==> src/rtl/game_turn_controller_pkg.sv <==
// game_pkg: definitions shared by the turn controller, the keyboard decoder
// and the pixel generator.
//   - KEY_* : 3-bit key codes produced by the keyboard decoder
//   - game_state_e : turn controller FSM states
//   - coord_width() : bits needed to address one board axis
package game_pkg;

  localparam logic [2:0] KEY_NONE   = 3'd0;
  localparam logic [2:0] KEY_UP     = 3'd1;
  localparam logic [2:0] KEY_DOWN   = 3'd2;
  localparam logic [2:0] KEY_LEFT   = 3'd3;
  localparam logic [2:0] KEY_RIGHT  = 3'd4;
  localparam logic [2:0] KEY_SELECT = 3'd5;
  localparam logic [2:0] KEY_HALF   = 3'd6;
  localparam logic [2:0] KEY_END    = 3'd7;

  typedef enum logic [2:0] {
    ST_IDLE,
    ST_SELECTED,
    ST_ISSUE,
    ST_SWITCH,
    ST_OVER
  } game_state_e;

  // A one-cell board still needs a 1-bit coordinate.
  function automatic int coord_width(input int board_width);
    return (board_width <= 1) ? 1 : $clog2(board_width);
  endfunction

endpackage

==> src/rtl/game_turn_controller_if.sv <==
// Move-command handshake between the turn controller (master) and the
// board-state owner (slave).
//   move_req            : command valid, held until move_ack
//   move_src_x/y        : source cell
//   move_dst_x/y        : destination cell
//   move_half           : move half of the army
//   move_ack            : one-cycle accept pulse from the board owner
//   move_ok             : qualified by move_ack, move was legal and applied
interface game_turn_controller_if #(
  parameter int CW = game_pkg::coord_width(10)
);
  logic          move_req;
  logic [CW-1:0] move_src_x;
  logic [CW-1:0] move_src_y;
  logic [CW-1:0] move_dst_x;
  logic [CW-1:0] move_dst_y;
  logic          move_half;
  logic          move_ack;
  logic          move_ok;

  modport master (
    output move_req, move_src_x, move_src_y, move_dst_x, move_dst_y, move_half,
    input  move_ack, move_ok
  );

  modport slave (
    input  move_req, move_src_x, move_src_y, move_dst_x, move_dst_y, move_half,
    output move_ack, move_ok
  );
endinterface

==> src/rtl/game_turn_controller_timer.sv <==
// turn_timer: per-turn countdown.
//   clk, rst_n : clock and synchronous active-low reset
//   run        : advance the tick prescaler this cycle
//   reload     : restart the turn (full seconds, prescaler cleared)
//   time_left  : seconds remaining, never shows 0
//   expire     : one-cycle pulse on the tick that would bring time_left to 0
module turn_timer #(
  parameter int TICK_CYCLES  = 100_000_000,
  parameter int TURN_SECONDS = 15
) (
  input  logic       clk,
  input  logic       rst_n,
  input  logic       run,
  input  logic       reload,
  output logic [7:0] time_left,
  output logic       expire
);
  localparam int TW = (TICK_CYCLES <= 1) ? 1 : $clog2(TICK_CYCLES);
  localparam logic [TW-1:0] TICK_LAST = TW'(TICK_CYCLES - 1);
  localparam logic [7:0]    SECS_INIT = 8'(TURN_SECONDS);

  logic [TW-1:0] tick_cnt_q, tick_cnt_d;
  logic [7:0]    secs_q, secs_d;
  logic          tick;

  // On the final tick the seconds counter holds at 1; the controller moves to
  // its switch state and the reload that follows restores the full count.
  always_comb begin
    tick       = run && (tick_cnt_q == TICK_LAST);
    expire     = tick && (secs_q == 8'd1);
    tick_cnt_d = tick_cnt_q;
    secs_d     = secs_q;
    if (reload) begin
      tick_cnt_d = '0;
      secs_d     = SECS_INIT;
    end else if (run) begin
      tick_cnt_d = tick ? '0 : tick_cnt_q + TW'(1);
      if (tick && !expire) secs_d = secs_q - 8'd1;
    end
  end

  always_ff @(posedge clk) begin
    if (!rst_n) begin
      tick_cnt_q <= '0;
      secs_q     <= SECS_INIT;
    end else begin
      tick_cnt_q <= tick_cnt_d;
      secs_q     <= secs_d;
    end
  end

  assign time_left = secs_q;
endmodule

==> src/rtl/game_turn_controller.sv <==
// game_turn_controller: turns key events into cursor moves, selections and
// move commands, alternates players and enforces the per-turn time limit.
//   clk, rst_n            : clock, synchronous active-low reset
//   keyboard_locker/data  : key strobe (rising edge) and 3-bit key code
//   game_over             : board owner reports end of game
//   move_if               : move command handshake (master side)
//   cursor_x/y, selected, half_mode, current_player : display state
//   turn_count, time_left : completed turns and seconds left in this turn
//   finished              : controller has reached its terminal state
module game_turn_controller
  import game_pkg::*;
#(
  parameter  int BORAD_WIDTH  = 10,
  parameter  int TICK_CYCLES  = 100_000_000,
  parameter  int TURN_SECONDS = 15,
  localparam int CW           = coord_width(BORAD_WIDTH)
) (
  input  logic                   clk,
  input  logic                   rst_n,
  input  logic                   keyboard_locker,
  input  logic [2:0]             keyboard_data,
  input  logic                   game_over,
  game_turn_controller_if.master move_if,
  output logic [CW-1:0]          cursor_x,
  output logic [CW-1:0]          cursor_y,
  output logic                   selected,
  output logic                   half_mode,
  output logic                   current_player,
  output logic [15:0]            turn_count,
  output logic [7:0]             time_left,
  output logic                   finished
);
  localparam logic [CW-1:0] MAX_C = CW'(BORAD_WIDTH - 1);

  game_state_e   state_q, state_d;
  logic          locker_sync_q, locker_q;
  logic [2:0]    key_code_q;
  logic [CW-1:0] cursor_x_q, cursor_x_d, cursor_y_q, cursor_y_d;
  logic [CW-1:0] src_x_q, src_x_d, src_y_q, src_y_d;
  logic [CW-1:0] dst_x_q, dst_x_d, dst_y_q, dst_y_d;
  logic          selected_q, selected_d, half_q, half_d;
  logic          player_q, player_d, over_pend_q, over_pend_d;
  logic [15:0]   turn_q, turn_d;
  logic          key_evt, timer_run, timer_reload, expire;
  logic [2:0]    key;

  turn_timer #(
    .TICK_CYCLES  (TICK_CYCLES),
    .TURN_SECONDS (TURN_SECONDS)
  ) u_timer (
    .clk       (clk),
    .rst_n     (rst_n),
    .run       (timer_run),
    .reload    (timer_reload),
    .time_left (time_left),
    .expire    (expire)
  );

  // The locker strobe comes from another clock domain, so it is registered
  // once before edge detection; the code is captured on the same edge.
  assign key_evt = locker_sync_q & ~locker_q;
  assign key     = key_evt ? key_code_q : KEY_NONE;

  always_comb begin
    state_d      = state_q;
    cursor_x_d   = cursor_x_q;
    cursor_y_d   = cursor_y_q;
    src_x_d      = src_x_q;
    src_y_d      = src_y_q;
    dst_x_d      = dst_x_q;
    dst_y_d      = dst_y_q;
    selected_d   = selected_q;
    half_d       = half_q;
    player_d     = player_q;
    turn_d       = turn_q;
    over_pend_d  = over_pend_q;
    timer_run    = (state_q == ST_IDLE) || (state_q == ST_SELECTED);
    timer_reload = (state_q == ST_SWITCH);

    unique case (state_q)
      ST_IDLE: begin
        if (game_over)   state_d = ST_OVER;
        else if (expire) state_d = ST_SWITCH;
        else begin
          unique case (key)
            KEY_UP:    if (cursor_y_q != '0)    cursor_y_d = cursor_y_q - CW'(1);
            KEY_DOWN:  if (cursor_y_q != MAX_C) cursor_y_d = cursor_y_q + CW'(1);
            KEY_LEFT:  if (cursor_x_q != '0)    cursor_x_d = cursor_x_q - CW'(1);
            KEY_RIGHT: if (cursor_x_q != MAX_C) cursor_x_d = cursor_x_q + CW'(1);
            KEY_SELECT: begin
              src_x_d    = cursor_x_q;
              src_y_d    = cursor_y_q;
              selected_d = 1'b1;
              half_d     = 1'b0;
              state_d    = ST_SELECTED;
            end
            KEY_END: state_d = ST_SWITCH;
            default: ;
          endcase
        end
      end

      // Arrow keys pick a neighbouring destination; an off-board neighbour
      // leaves the selection untouched.
      ST_SELECTED: begin
        if (game_over)   state_d = ST_OVER;
        else if (expire) state_d = ST_SWITCH;
        else begin
          unique case (key)
            KEY_UP: if (src_y_q != '0) begin
              dst_x_d = src_x_q; dst_y_d = src_y_q - CW'(1); state_d = ST_ISSUE;
            end
            KEY_DOWN: if (src_y_q != MAX_C) begin
              dst_x_d = src_x_q; dst_y_d = src_y_q + CW'(1); state_d = ST_ISSUE;
            end
            KEY_LEFT: if (src_x_q != '0) begin
              dst_x_d = src_x_q - CW'(1); dst_y_d = src_y_q; state_d = ST_ISSUE;
            end
            KEY_RIGHT: if (src_x_q != MAX_C) begin
              dst_x_d = src_x_q + CW'(1); dst_y_d = src_y_q; state_d = ST_ISSUE;
            end
            KEY_SELECT: begin
              selected_d = 1'b0;
              state_d    = ST_IDLE;
            end
            KEY_HALF: half_d  = ~half_q;
            KEY_END:  state_d = ST_SWITCH;
            default: ;
          endcase
        end
      end

      // game_over cannot abandon an outstanding command; it is remembered
      // and honoured once the board owner acknowledges.
      ST_ISSUE: begin
        if (game_over) over_pend_d = 1'b1;
        if (move_if.move_ack) begin
          selected_d  = 1'b0;
          over_pend_d = 1'b0;
          if (move_if.move_ok) begin
            cursor_x_d = dst_x_q;
            cursor_y_d = dst_y_q;
          end
          if (game_over || over_pend_q) state_d = ST_OVER;
          else if (move_if.move_ok)     state_d = ST_SWITCH;
          else                          state_d = ST_IDLE;
        end
      end

      ST_SWITCH: begin
        player_d   = ~player_q;
        turn_d     = turn_q + 16'd1;
        selected_d = 1'b0;
        half_d     = 1'b0;
        state_d    = game_over ? ST_OVER : ST_IDLE;
      end

      ST_OVER: ;

      default: state_d = ST_IDLE;
    endcase
  end

  always_ff @(posedge clk) begin
    if (!rst_n) begin
      state_q       <= ST_IDLE;
      locker_sync_q <= 1'b0;
      locker_q      <= 1'b0;
      key_code_q    <= KEY_NONE;
      cursor_x_q    <= '0;
      cursor_y_q    <= '0;
      src_x_q       <= '0;
      src_y_q       <= '0;
      dst_x_q       <= '0;
      dst_y_q       <= '0;
      selected_q    <= 1'b0;
      half_q        <= 1'b0;
      player_q      <= 1'b0;
      turn_q        <= 16'd0;
      over_pend_q   <= 1'b0;
    end else begin
      state_q       <= state_d;
      locker_sync_q <= keyboard_locker;
      locker_q      <= locker_sync_q;
      key_code_q    <= keyboard_data;
      cursor_x_q    <= cursor_x_d;
      cursor_y_q    <= cursor_y_d;
      src_x_q       <= src_x_d;
      src_y_q       <= src_y_d;
      dst_x_q       <= dst_x_d;
      dst_y_q       <= dst_y_d;
      selected_q    <= selected_d;
      half_q        <= half_d;
      player_q      <= player_d;
      turn_q        <= turn_d;
      over_pend_q   <= over_pend_d;
    end
  end

  assign move_if.move_req   = (state_q == ST_ISSUE);
  assign move_if.move_src_x = src_x_q;
  assign move_if.move_src_y = src_y_q;
  assign move_if.move_dst_x = dst_x_q;
  assign move_if.move_dst_y = dst_y_q;
  assign move_if.move_half  = half_q;
  assign cursor_x           = cursor_x_q;
  assign cursor_y           = cursor_y_q;
  assign selected           = selected_q;
  assign half_mode          = half_q;
  assign current_player     = player_q;
  assign turn_count         = turn_q;
  assign finished           = (state_q == ST_OVER);
endmodule

==> src/flat_wrapper.sv <==
// flat-port wrapper written by rule: the top's interface ports become plain ports
module game_turn_controller_flat import game_pkg::*;
#(
  parameter  int BORAD_WIDTH  = 10,
  parameter  int TICK_CYCLES  = 100_000_000,
  parameter  int TURN_SECONDS = 15,
  localparam int CW           = coord_width(BORAD_WIDTH)
)
  (clk, rst_n, keyboard_locker, keyboard_data, game_over, cursor_x, cursor_y, selected, half_mode, current_player, turn_count, time_left, finished, move_if_move_req, move_if_move_src_x, move_if_move_src_y, move_if_move_dst_x, move_if_move_dst_y, move_if_move_half, move_if_move_ack, move_if_move_ok);
  game_turn_controller_if #(.CW((coord_width((10))))) move_if_i ();
  input  logic clk;
  input  logic rst_n;
  input  logic keyboard_locker;
  input  logic [2:0] keyboard_data;
  input  logic game_over;
  output logic [CW-1:0] cursor_x;
  output logic [CW-1:0] cursor_y;
  output logic selected;
  output logic half_mode;
  output logic current_player;
  output logic [15:0] turn_count;
  output logic [7:0] time_left;
  output logic finished;
  output wire logic [$bits(move_if_i.move_req)-1:0] move_if_move_req;
  output wire logic [$bits(move_if_i.move_src_x)-1:0] move_if_move_src_x;
  output wire logic [$bits(move_if_i.move_src_y)-1:0] move_if_move_src_y;
  output wire logic [$bits(move_if_i.move_dst_x)-1:0] move_if_move_dst_x;
  output wire logic [$bits(move_if_i.move_dst_y)-1:0] move_if_move_dst_y;
  output wire logic [$bits(move_if_i.move_half)-1:0] move_if_move_half;
  input wire logic [$bits(move_if_i.move_ack)-1:0] move_if_move_ack;
  input wire logic [$bits(move_if_i.move_ok)-1:0] move_if_move_ok;
  assign move_if_move_req = move_if_i.move_req;
  assign move_if_move_src_x = move_if_i.move_src_x;
  assign move_if_move_src_y = move_if_i.move_src_y;
  assign move_if_move_dst_x = move_if_i.move_dst_x;
  assign move_if_move_dst_y = move_if_i.move_dst_y;
  assign move_if_move_half = move_if_i.move_half;
  assign move_if_i.move_ack = move_if_move_ack;
  assign move_if_i.move_ok = move_if_move_ok;
  game_turn_controller #(.BORAD_WIDTH(BORAD_WIDTH), .TICK_CYCLES(TICK_CYCLES), .TURN_SECONDS(TURN_SECONDS)) u_core (.clk(clk), .rst_n(rst_n), .keyboard_locker(keyboard_locker), .keyboard_data(keyboard_data), .game_over(game_over), .move_if(move_if_i), .cursor_x(cursor_x), .cursor_y(cursor_y), .selected(selected), .half_mode(half_mode), .current_player(current_player), .turn_count(turn_count), .time_left(time_left), .finished(finished));
endmodule
==> config.mk <==
export PLATFORM = sky130hd
export DESIGN_NAME = game_turn_controller_flat
export DESIGN_NICKNAME = d
export VERILOG_FILES = /design/src/rtl/game_turn_controller_pkg.sv /design/src/rtl/game_turn_controller_if.sv /design/src/rtl/game_turn_controller_timer.sv /design/src/rtl/game_turn_controller.sv /design/src/flat_wrapper.sv
export SDC_FILE = /design/constraint.sdc
export NUM_CORES = 1
export LEC_CHECK = 0
export BUFFER_PORTS_ARGS = -buffer_cell sky130_fd_sc_hd__buf_2
export CAP_MARGIN = 10
export CORE_MARGIN = 5
export CORE_UTILIZATION = 63
export DETAILED_ROUTE_END_ITERATION = 6
export PLACE_DENSITY = 0.85
export SLEW_MARGIN = 20
export SYNTH_ARGS = -nofsm -noshare
export SYNTH_HDL_FRONTEND = slang
export SYNTH_HIERARCHICAL = 1
export SYNTH_SLANG_ARGS = --single-unit
==> constraint.sdc <==
create_clock -name clk -period 6.52 [get_ports clk]
set_clock_uncertainty 0.1 [all_clocks]
set_input_delay 1.63 -clock clk [delete_from_list [all_inputs] [get_ports clk]]
set_output_delay 1.63 -clock clk [all_outputs]
set_load 0.005 [all_outputs]
==> results of run 1 <==
## state kept, by name, indices dropped and copies added, names as in the netlist, 3 cells and up
signal                     count
u_core/move_if.move_src_y      4
u_core/move_if.move_dst_y      4
u_core/turn_count             16
u_core/key_code_q              3
u_core/move_if.move_src_x      4
u_core/state_q                 3
u_core/cursor_y                4
u_core/cursor_x                4
u_core/u_timer/tick_cnt_q     27
u_core/move_if.move_dst_x      4
u_core/u_timer/time_left       8
## power by group
part / leakage, nW / switching (W) / total [W] / internal [W]
Clock: 0.106 / 0.000202 / 0.000384 / 0.000182
Sequential: 0.703 / 0.0000141 / 0.000552 / 0.000538
Combinational: 1.22 / 0.0000408 / 0.0000690 / 0.0000282
## cell type report
type / instances / area [um2]
clock buffers: 9 / 124
clock inverters: 7 / 77.6
fillers: 583 / 2060
inverters: 7 / 26.3
multi-input cells: 431 / 2860
flip-flops and latches: 87 / 1740
well taps: 99 / 124
repair buffers: 63 / 318
## layout by cell type, fill, tap and decap left out, drive strengths merged, types with 10 or more instances in the layout
master  count
a21oi      32
and2       11
and3       10
buf        63
dfxtp      87
ha         12
nand2      49
nand3      34
nand4      16
nor2       61
nor4       11
o21ai      18
xnor2      30
xor2       18
## synth_stat cells, drive strengths merged (3+ instances only)
cell type,number
xor2,18
buf,15
dfxtp,87
nand4b,5
nand4,16
and2,11
nor3,8
and4,8
fa,4
nor2,61
nand3,34
nand2b,6
nand2,49
or3,7
a211oi,9
and3b,3
o21ai,18
xnor2,30
o41ai,7
clkbuf,11
ha,12
inv,5
o21a,4
and3,10
o311ai,4
o211a,3
nand3b,3
nor4,11
nor2b,5
mux2i,6
a21oi,32
or2,3
a31oi,7
## per-stage QoR
| step | cell area [um2] | hold slack (ps) | setup slack [ps] |
|---|---|---|---|
| 2_1_floorplan | 4790 | 358 | 3470 |
| 3_3_place_gp | 5070 | 366 | 3190 |
| 3_5_place_dp | 5070 | 376 | 3140 |
| 4_1_cts | 5270 | 386 | 2740 |
| 5_1_grt | 5270 | 411 | 2600 |
| 6_report | 5270 | 389 | 2700 |
## metal layers
layer	vias up	part of all wire [%]
li1	2108	-
met1	2016	45
met2	188	46
met3	27	7.1
met4	0	1.8
met5	-	0
## kinds of logic (layout without fill, tap and decap cells)
group | Yosys count | after routing
mux | 8 | 8
buf+inv | 33 | 86
simple gates | 255 | 255
xor+xnor | 49 | 49
compound gates | 103 | 103
fa+ha+maj | 16 | 16
flops | 87 | 87
## final timing paths
path | from | endpoint | cells after the start
min | u_core/move_if.move_dst_x[3]$_SDFFE_PN0P_ | u_core/move_if.move_dst_x[3]$_SDFFE_PN0P_ | 2
min reg2reg | u_core/move_if.move_dst_x[3]$_SDFFE_PN0P_ | u_core/move_if.move_dst_x[3]$_SDFFE_PN0P_ | 2
max | u_core/state_q[0]$_SDFFE_PN0P_ | move_if_move_req | 3
max reg2reg | u_core/state_q[2]$_SDFFE_PN0P_ | u_core/move_if.move_dst_x[0]$_SDFFE_PN0P_ | 10
## worst max-delay path: stages, from the launching register on
cell and delay [ps]:
dfxtp_1 600, or3b_1 360, clkinv_1 490, buf_2 290
==> flow_metrics.tcl, run 1 <==
set metrics [dict create \
    status "finished, final reports clean" \
    path_clk_slew_ps 90 \
    max_slew.worst_pin.slew_ps 844 \
    max_freq_ghz 0.262 \
    drive_above_1_share_pct 16.1 \
    clock_latency_ps 350 \
    core_area_um2 7330 \
    finalSetupViolations 0 \
    vias 4339 \
    critical_path_required_ps 4790 \
    initial_core_util_pct 65.4 \
    grt-busiest-layer "met2" \
    use_met2_pct 38.6 \
    vdd.ir_drop.worst_mv 0.123 \
    synth_edf_count 0 \
    drc_errors 0 \
    fin_tns_setup_ps 0 \
    antenna_cells 0 \
    final_antenna_net_count 0 \
    use_met3_pct 3.88 \
    grt_max_degree 45 \
    ys.flop_type "dfxtp_1" \
    dieArea_um2 9460 \
    drtIter0Drc 329 \
    synth.avg_cell_area_um2 8.70 \
    slew_viol_final 0 \
    p_leak_nw 2.03 \
    grtUsageMet1_pct 32.2 \
    fp.dieW_um 97.2 \
    synth-compound-area-share_pct 14.6 \
    synth_top_area_cell "dfxtp_1" \
    postCtsHoldBufs 0 \
    yosys.area_share.simple_pct 29.3 \
    crit_path_end_kind "output pin" \
    numCtsBuffers 9 \
    drv_cap 0 \
    dr.pass1.iters 5 \
    final_core_util_pct 71.9 \
    syn_nets 576 \
    synth_top_area_share_pct 36.3 \
    cts.htree.levels 3 \
    rsz0062_at_grt "no" \
    place_congestion 0.949 \
    synthCells 551 \
    cts_resized 0 \
    wl_per_cell_um 16.2 \
    cts-root-buf "clkbuf_8" \
    crit_type "reg2out" \
    rrSetupSlack_ps 3100 \
    io_pins 63 \
    yosys.cell_types.count 76 \
    synth_area_um2 4790 \
    synthArstFlopShare_pct 0 \
    crit_path_max_fanout 17 \
    hold_violations 0 \
    fin_cells 703 \
    viasPerCell 6.17 \
    cts_setup_buffers 0 \
    startpoint_type "flip-flop" \
    grt_use_total_pct 23.8 \
    layout.nets 624 \
    ys_ff_latch 87 \
    synth_xor_area_share_pct 9.26 \
    grt_first_pass_wirelength_mm 18.9 \
    synthMuxAreaShare_pct 1.72 \
    min_path_type "reg2reg" \
    grt-ovfl-total 0 \
    fin_crit_ps 3820 \
    clockBufferDepth 2 \
    wl_mm 11.4 \
    rows 31 \
    powerDensity_nw_per_um2 191 \
    synth_top_family_by_area "simple AND/OR/NAND/NOR gates" \
    slew_headroom_pct 43.0 \
    period_share_pct 58.6 \
    port-buffer-count 62 \
    p_total_w 0.00101 \
    dieHeight_um 97.2 \
    ys.warnings.count 6 \
    grt_pass1_vias 3973 \
    cts_sinks 87 \
    arrival_ps 2090 \
    ys_seq_area_share_pct 36.3 \
    place_inst 687 \
    synth_fa_ha_area_share_pct 4.80 \
    area_growth_pct 9.97 \
    synth.area.top_cells "dfxtp_1 (36%), xnor2_1 (5.5%), nor2_1 (4.8%)" \
    cts_tree "yes" \
    antenna_found_initial 0 \
    dpl.hpwl_mm 8.23 \
]
Power figures use the tool's default switching activity.
==> inputs of run 2 (changes only) <==
Settings changed: CORE_UTILIZATION 63 to 58, PLACE_DENSITY 0.85 to 0.79.
Clock period 6.52 ns to 3.85 ns, I/O delays scaled along.
==> run 2 against run 1 <==
Register-to-register slack worse by 2200 ps. Highest routed layer unchanged. First-iteration DRC count down 3.0%. Largest power group unchanged. Global-route usage down 1.1 points. Largest cell class unchanged. Combinational power up 80%. Core utilization down 7.0 points.
==> flow_metrics.tcl, run 2 (synthesized netlist as in run 1, its figures left out) <==
set metrics [dict create \
    grt_max_degree 45 \
    grt_first_pass_wirelength_mm 18.8 \
    max_freq_ghz 0.330 \
    final_cell_mix "dfxtp_1 (87), buf_2 (62), nor2_1 (61)" \
    cts_resized 0 \
    drive_above_1_share_pct 16.3 \
    drv_cap 0 \
    antenna_found_initial 0 \
    clock_latency_ps 360 \
    place_congestion 0.940 \
    final_core_util_pct 64.9 \
    slew_viol_final 0 \
    grt_use_total_pct 22.7 \
    fp.dieW_um 101 \
    port-buffer-count 62 \
    clkPwrFrac_pct 36.1 \
    postCtsHoldBufs 0 \
    cts.htree.levels 3 \
    io_pins 63 \
    final_common_cell "dfxtp_1" \
    antenna_cells 0 \
    area_growth_pct 10.2 \
    dpl.hpwl_mm 8.41 \
    final_antenna_net_count 0 \
    slew_headroom_pct 35.1 \
    cts-root-buf "clkbuf_8" \
    fillCellCount 729 \
    drtIter0Drc 319 \
    power.share.combinational_pct 7.5 \
    p_sw_w 0.000445 \
    p_leak_nw 2.02 \
    vdd.ir_drop.worst_mv 0.255 \
    rrSetupSlack_ps 870 \
    drc_errors 0 \
    powerDensity_nw_per_um2 313 \
    cts_tree "yes" \
    crit_path_end_kind "output pin" \
    numCtsBuffers 9 \
    p_sw_share_pct 26.9 \
    postPlaceCellArea_um2 5100 \
    regArea_um2 1740 \
    multi_input_area_um2 2860 \
    status "finished, final reports clean" \
    crit_type "reg2out" \
    largest_reg_flops 27 \
    finalSetupViolations 0 \
    grt-ovfl-total 0 \
    dr.pass1.iters 5 \
    fin_tns_setup_ps 0 \
    path_clk_slew_ps 100 \
    hold_violations 0 \
    cts_sinks 87 \
    min_path_type "reg2reg" \
    dieArea_um2 10200 \
    period_share_pct 78.7 \
    viasPerCell 6.13 \
    grt_pass1_vias 3848 \
    initial_core_util_pct 58.9 \
    final_area_um2 5280 \
    max_slew.worst_pin.slew_ps 961 \
    fin_crit_ps 3030 \
    rsz0062_at_grt "no" \
    dieHeight_um 101 \
    rows 33 \
    critical_path_required_ps 2790 \
    core_area_um2 8130 \
    cts_setup_buffers 0 \
    internal_power_w 0.00121 \
    wl_mm 11.7 \
    layout.nets 627 \
    regMostFlops "u_core/u_timer/tick_cnt_q" \
    power_frac_seq_pct 56.4 \
    clockBufferDepth 2 \
    arrival_ps 1970 \
    startpoint_type "flip-flop" \
    vias 4366 \
    crit_path_max_fanout 12 \
    wl_per_cell_um 16.4 \
]
run 2: changes by cell type in the layout (fill, tap and decap cells not counted):
cell,previous run,this run
buf_4,1,4
bufinv_16,1,0
clkbuf_1,0,1
clkinv_2,2,0
clkinvlp_4,0,2
run 2: power by group through the flow:
| stage | clock network (W) | registers [W] | logic (W) |
|---|---|---|---|
| 6_report | 0.000596 | 0.000930 | 0.000124 |
| 5_1_grt | 0.000645 | 0.000933 | 0.000135 |
| 4_1_cts | 0.000606 | 0.000930 | 0.000122 |
| 3_5_place_dp | 0 | 0.000951 | 0.000121 |
| 3_3_place_gp | 0 | 0.000950 | 0.000119 |
| 2_1_floorplan | 0 | 0.000942 | 0.0000993 |
run 2: routing by layer:
metal	GRT usage, %	up-vias	routed length (um)
met5	0	-	0
met4	6.34	0	144
met3	4.64	13	851
met2	35.0	153	5340
met1	32.4	2080	5320
li1	-	2120	-
run 2: critical path, cell delays in order (launching register included):
cell	delay, ps
dfxtp_1	520
or3b_1	570
clkinv_1	180
buf_4	210
buf_2	130
run 2: stage by stage:
step | power (W) | worst slack (ps) | instances | hold slack [ps]
2_1_floorplan | 0.00104 | 996 | 551 | 358
3_3_place_gp | 0.00107 | 1010 | 696 | 372
3_5_place_dp | 0.00107 | 956 | 696 | 385
4_1_cts | 0.00166 | 819 | 712 | 399
5_1_grt | 0.00171 | 656 | 712 | 439
6_report | 0.00165 | 819 | 712 | 403
run 2: final cells by class:
class	count	share of cell area, %
Sequential cell	87	33.0
Clock inverter	6	0.995
Multi-Input combinational cell	431	54.2
Tap cell	105	2.49
Clock buffer	10	2.42
Inverter	7	0.498
Timing Repair Buffer	66	6.44
run 2: final timing paths:
path	startpoint	endpoint	cells past startpoint
setup reg to reg	u_core/state_q[2]$_SDFFE_PN0P_	u_core/move_if.move_dst_y[0]$_SDFFE_PN0P_	11
hold / removal	u_core/u_timer/tick_cnt_q[1]$_SDFFE_PP0P_	u_core/u_timer/tick_cnt_q[1]$_SDFFE_PP0P_	2
setup / recovery	u_core/state_q[1]$_SDFFE_PN0P_	move_if_move_req	4
hold reg to reg	u_core/u_timer/tick_cnt_q[1]$_SDFFE_PP0P_	u_core/u_timer/tick_cnt_q[1]$_SDFFE_PP0P_	2
==> inputs of run 3 (changes only) <==
Settings changed: CORE_UTILIZATION 58 to 52, PLACE_DENSITY 0.79 to 0.75.
Clock period 3.85 ns to 2.7 ns, I/O delays scaled along.
==> run 3 against run 2 <==
Core utilization down 4.5 points. Combinational power up 67%. Final cell count up 3.8%. Routed wire length up 2.3%. Flip-flop and latch count unchanged. Sequential power up 42%. Critical path type is now reg2reg.
==> flow_metrics.tcl, run 3 (synthesized netlist as in run 1, its figures left out) <==
set metrics [dict create \
    p_total_w 0.00247 \
    crit_type "reg2reg" \
    layout_setup_ws_ps 141 \
    p_leak_nw 2.15 \
    wl_mm 11.9 \
    drtIter0Drc 363 \
    fp.dieW_um 106 \
    path_clk_slew_ps 90 \
    rrSetupSlack_ps 140 \
    place_inst 723 \
    antenna_found_initial 0 \
    cts_sinks 87 \
    hold_ws_ps 397 \
    layout.nets 648 \
    r2r_end "u_core/cursor_y[0]$_SDFFE_PN0P_" \
    io_pins 63 \
    rsz0062_at_grt "no" \
    cts-root-buf "clkbuf_8" \
    power_frac_seq_pct 53.5 \
    period_share_pct 94.8 \
    max_slew.worst_pin.slew_ps 808 \
    hold_depth 2 \
    fillCellCount 825 \
    min_path_type "reg2reg" \
    rows 35 \
    slew_headroom_pct 45.7 \
    largest_reg_flops 27 \
    final_common_cell "dfxtp_1" \
    fin_cells 739 \
    hp-start "u_core/u_timer/tick_cnt_q[1]$_SDFFE_PP0P_" \
    cts_resized 0 \
    clockBufferDepth 2 \
    wl_per_cell_um 16.1 \
    slew_viol_final 0 \
    numCtsBuffers 9 \
    critical_path_required_ps 2880 \
    crit_path_max_fanout 7 \
    crit_start "u_core/u_timer/tick_cnt_q[0]$_SDFFE_PP0P_" \
    fin_tns_setup_ps 0 \
    hold-path-endpoint "u_core/u_timer/tick_cnt_q[1]$_SDFFE_PP0P_" \
    port-buffer-count 62 \
    core_area_um2 9110 \
    clkPwrFrac_pct 38.2 \
    p_sw_share_pct 26.0 \
    power.share.combinational_pct 8.4 \
    area_growth_pct 14.8 \
    internal_power_w 0.00183 \
    cts.htree.levels 3 \
    drc_errors 0 \
    grt_max_degree 22 \
    max_freq_ghz 0.391 \
    finalSetupViolations 0 \
    grt_first_pass_wirelength_mm 19.8 \
    cts_tree "yes" \
    vdd.ir_drop.worst_mv 0.272 \
    drive_above_1_share_pct 20.4 \
    startpoint_type "flip-flop" \
    arrival_ps 2730 \
    grt-ovfl-total 0 \
    drv_cap 0 \
    dpl.hpwl_mm 8.74 \
    vias 4427 \
    dieArea_um2 11200 \
    reg2regPathDepth 10 \
    fin_crit_ps 2560 \
    final_antenna_net_count 0 \
    viasPerCell 5.99 \
    reg2reg_from "u_core/u_timer/tick_cnt_q[0]$_SDFFE_PP0P_" \
    grt_pass1_vias 4065 \
    regMostFlops "u_core/u_timer/tick_cnt_q" \
    postCtsHoldBufs 0 \
    p_sw_w 0.000642 \
    pre_cts_slack_ps 42.7 \
    initial_core_util_pct 52.6 \
    crit_path_end_kind "flip-flop" \
    place_congestion 0.885 \
    cts_setup_buffers 0 \
    antenna_cells 0 \
    dieHeight_um 106 \
    clock_latency_ps 360 \
    grt_use_total_pct 21.4 \
    dr.pass1.iters 6 \
    hold_violations 0 \
    powerDensity_nw_per_um2 449 \
    status "finished, final reports clean" \
    final_cell_mix "dfxtp_1 (86), buf_2 (62), nor2_1 (58)" \
]
-- run 3: how the worst max path moves through the flow --
stage | to | slack, ps | cells past startpoint
finish | u_core/cursor_y[0]$_SDFFE_PN0P_ | 140 | 10
global route | u_core/move_if.move_dst_y[1]$_SDFFE_PN0P_ | 9 | 10
CTS | u_core/move_if.move_dst_y[1]$_SDFFE_PN0P_ | 40 | 10
detailed placement | u_core/cursor_y[0]$_SDFFE_PN0P_ | 40 | 10
global placement | u_core/cursor_y[0]$_SDFFE_PN0P_ | 150 | 10
floorplan | u_core/move_if.move_dst_y[1]$_SDFFE_PN0P_ | 40 | 12
-- run 3: layout make-up --
| cell class | instances | area [um2] | area share [%] |
|---|---|---|---|
| sequential | 87 | 1740 | 31.7 |
| tap | 111 | 139 | 2.52 |
| inverter | 7 | 26.3 | 0.477 |
| clock inverter | 6 | 75.1 | 1.36 |
| clock buffer | 10 | 128 | 2.32 |
| multi-input combinational | 431 | 2890 | 52.6 |
| timing repair buffer | 87 | 498 | 9.05 |
-- run 3: per-stage QoR --
step	util, %	area [um2]
3_3_place_gp	57.9	5280
6_report	60.4	5500
4_1_cts	60.2	5480
3_5_place_dp	57.9	5280
2_1_floorplan	-	4810
5_1_grt	60.4	5500
-- run 3: per-layer routing --
layer	vias to the layer above	part of all wire, %	track usage [%]
met1	2101	45	29.8
met4	0	1.5	6.48
li1	2150	-	-
met3	18	6.4	3.64
met2	158	47	34.1
met5	-	0	0
-- run 3: power groups by stage --
stage | sequential (W) | combinational [W] | clock, W
finish | 0.00132 | 0.000207 | 0.000944
global route | 0.00133 | 0.000226 | 0.00103
CTS | 0.00132 | 0.000203 | 0.000969
detailed placement | 0.00135 | 0.000201 | 0
global placement | 0.00135 | 0.000195 | 0
floorplan | 0.00134 | 0.000144 | 0
-- run 3: critical path: stages (launching register included) --
cell     delay (ps)
dfxtp_2         340
ha_1            200
and4_4          210
nand2_2         110
or3_4           160
nor2_4           40
nor2_2          200
nand3_2         150
o41a_4          490
or3_1           320
a31oi_1         150
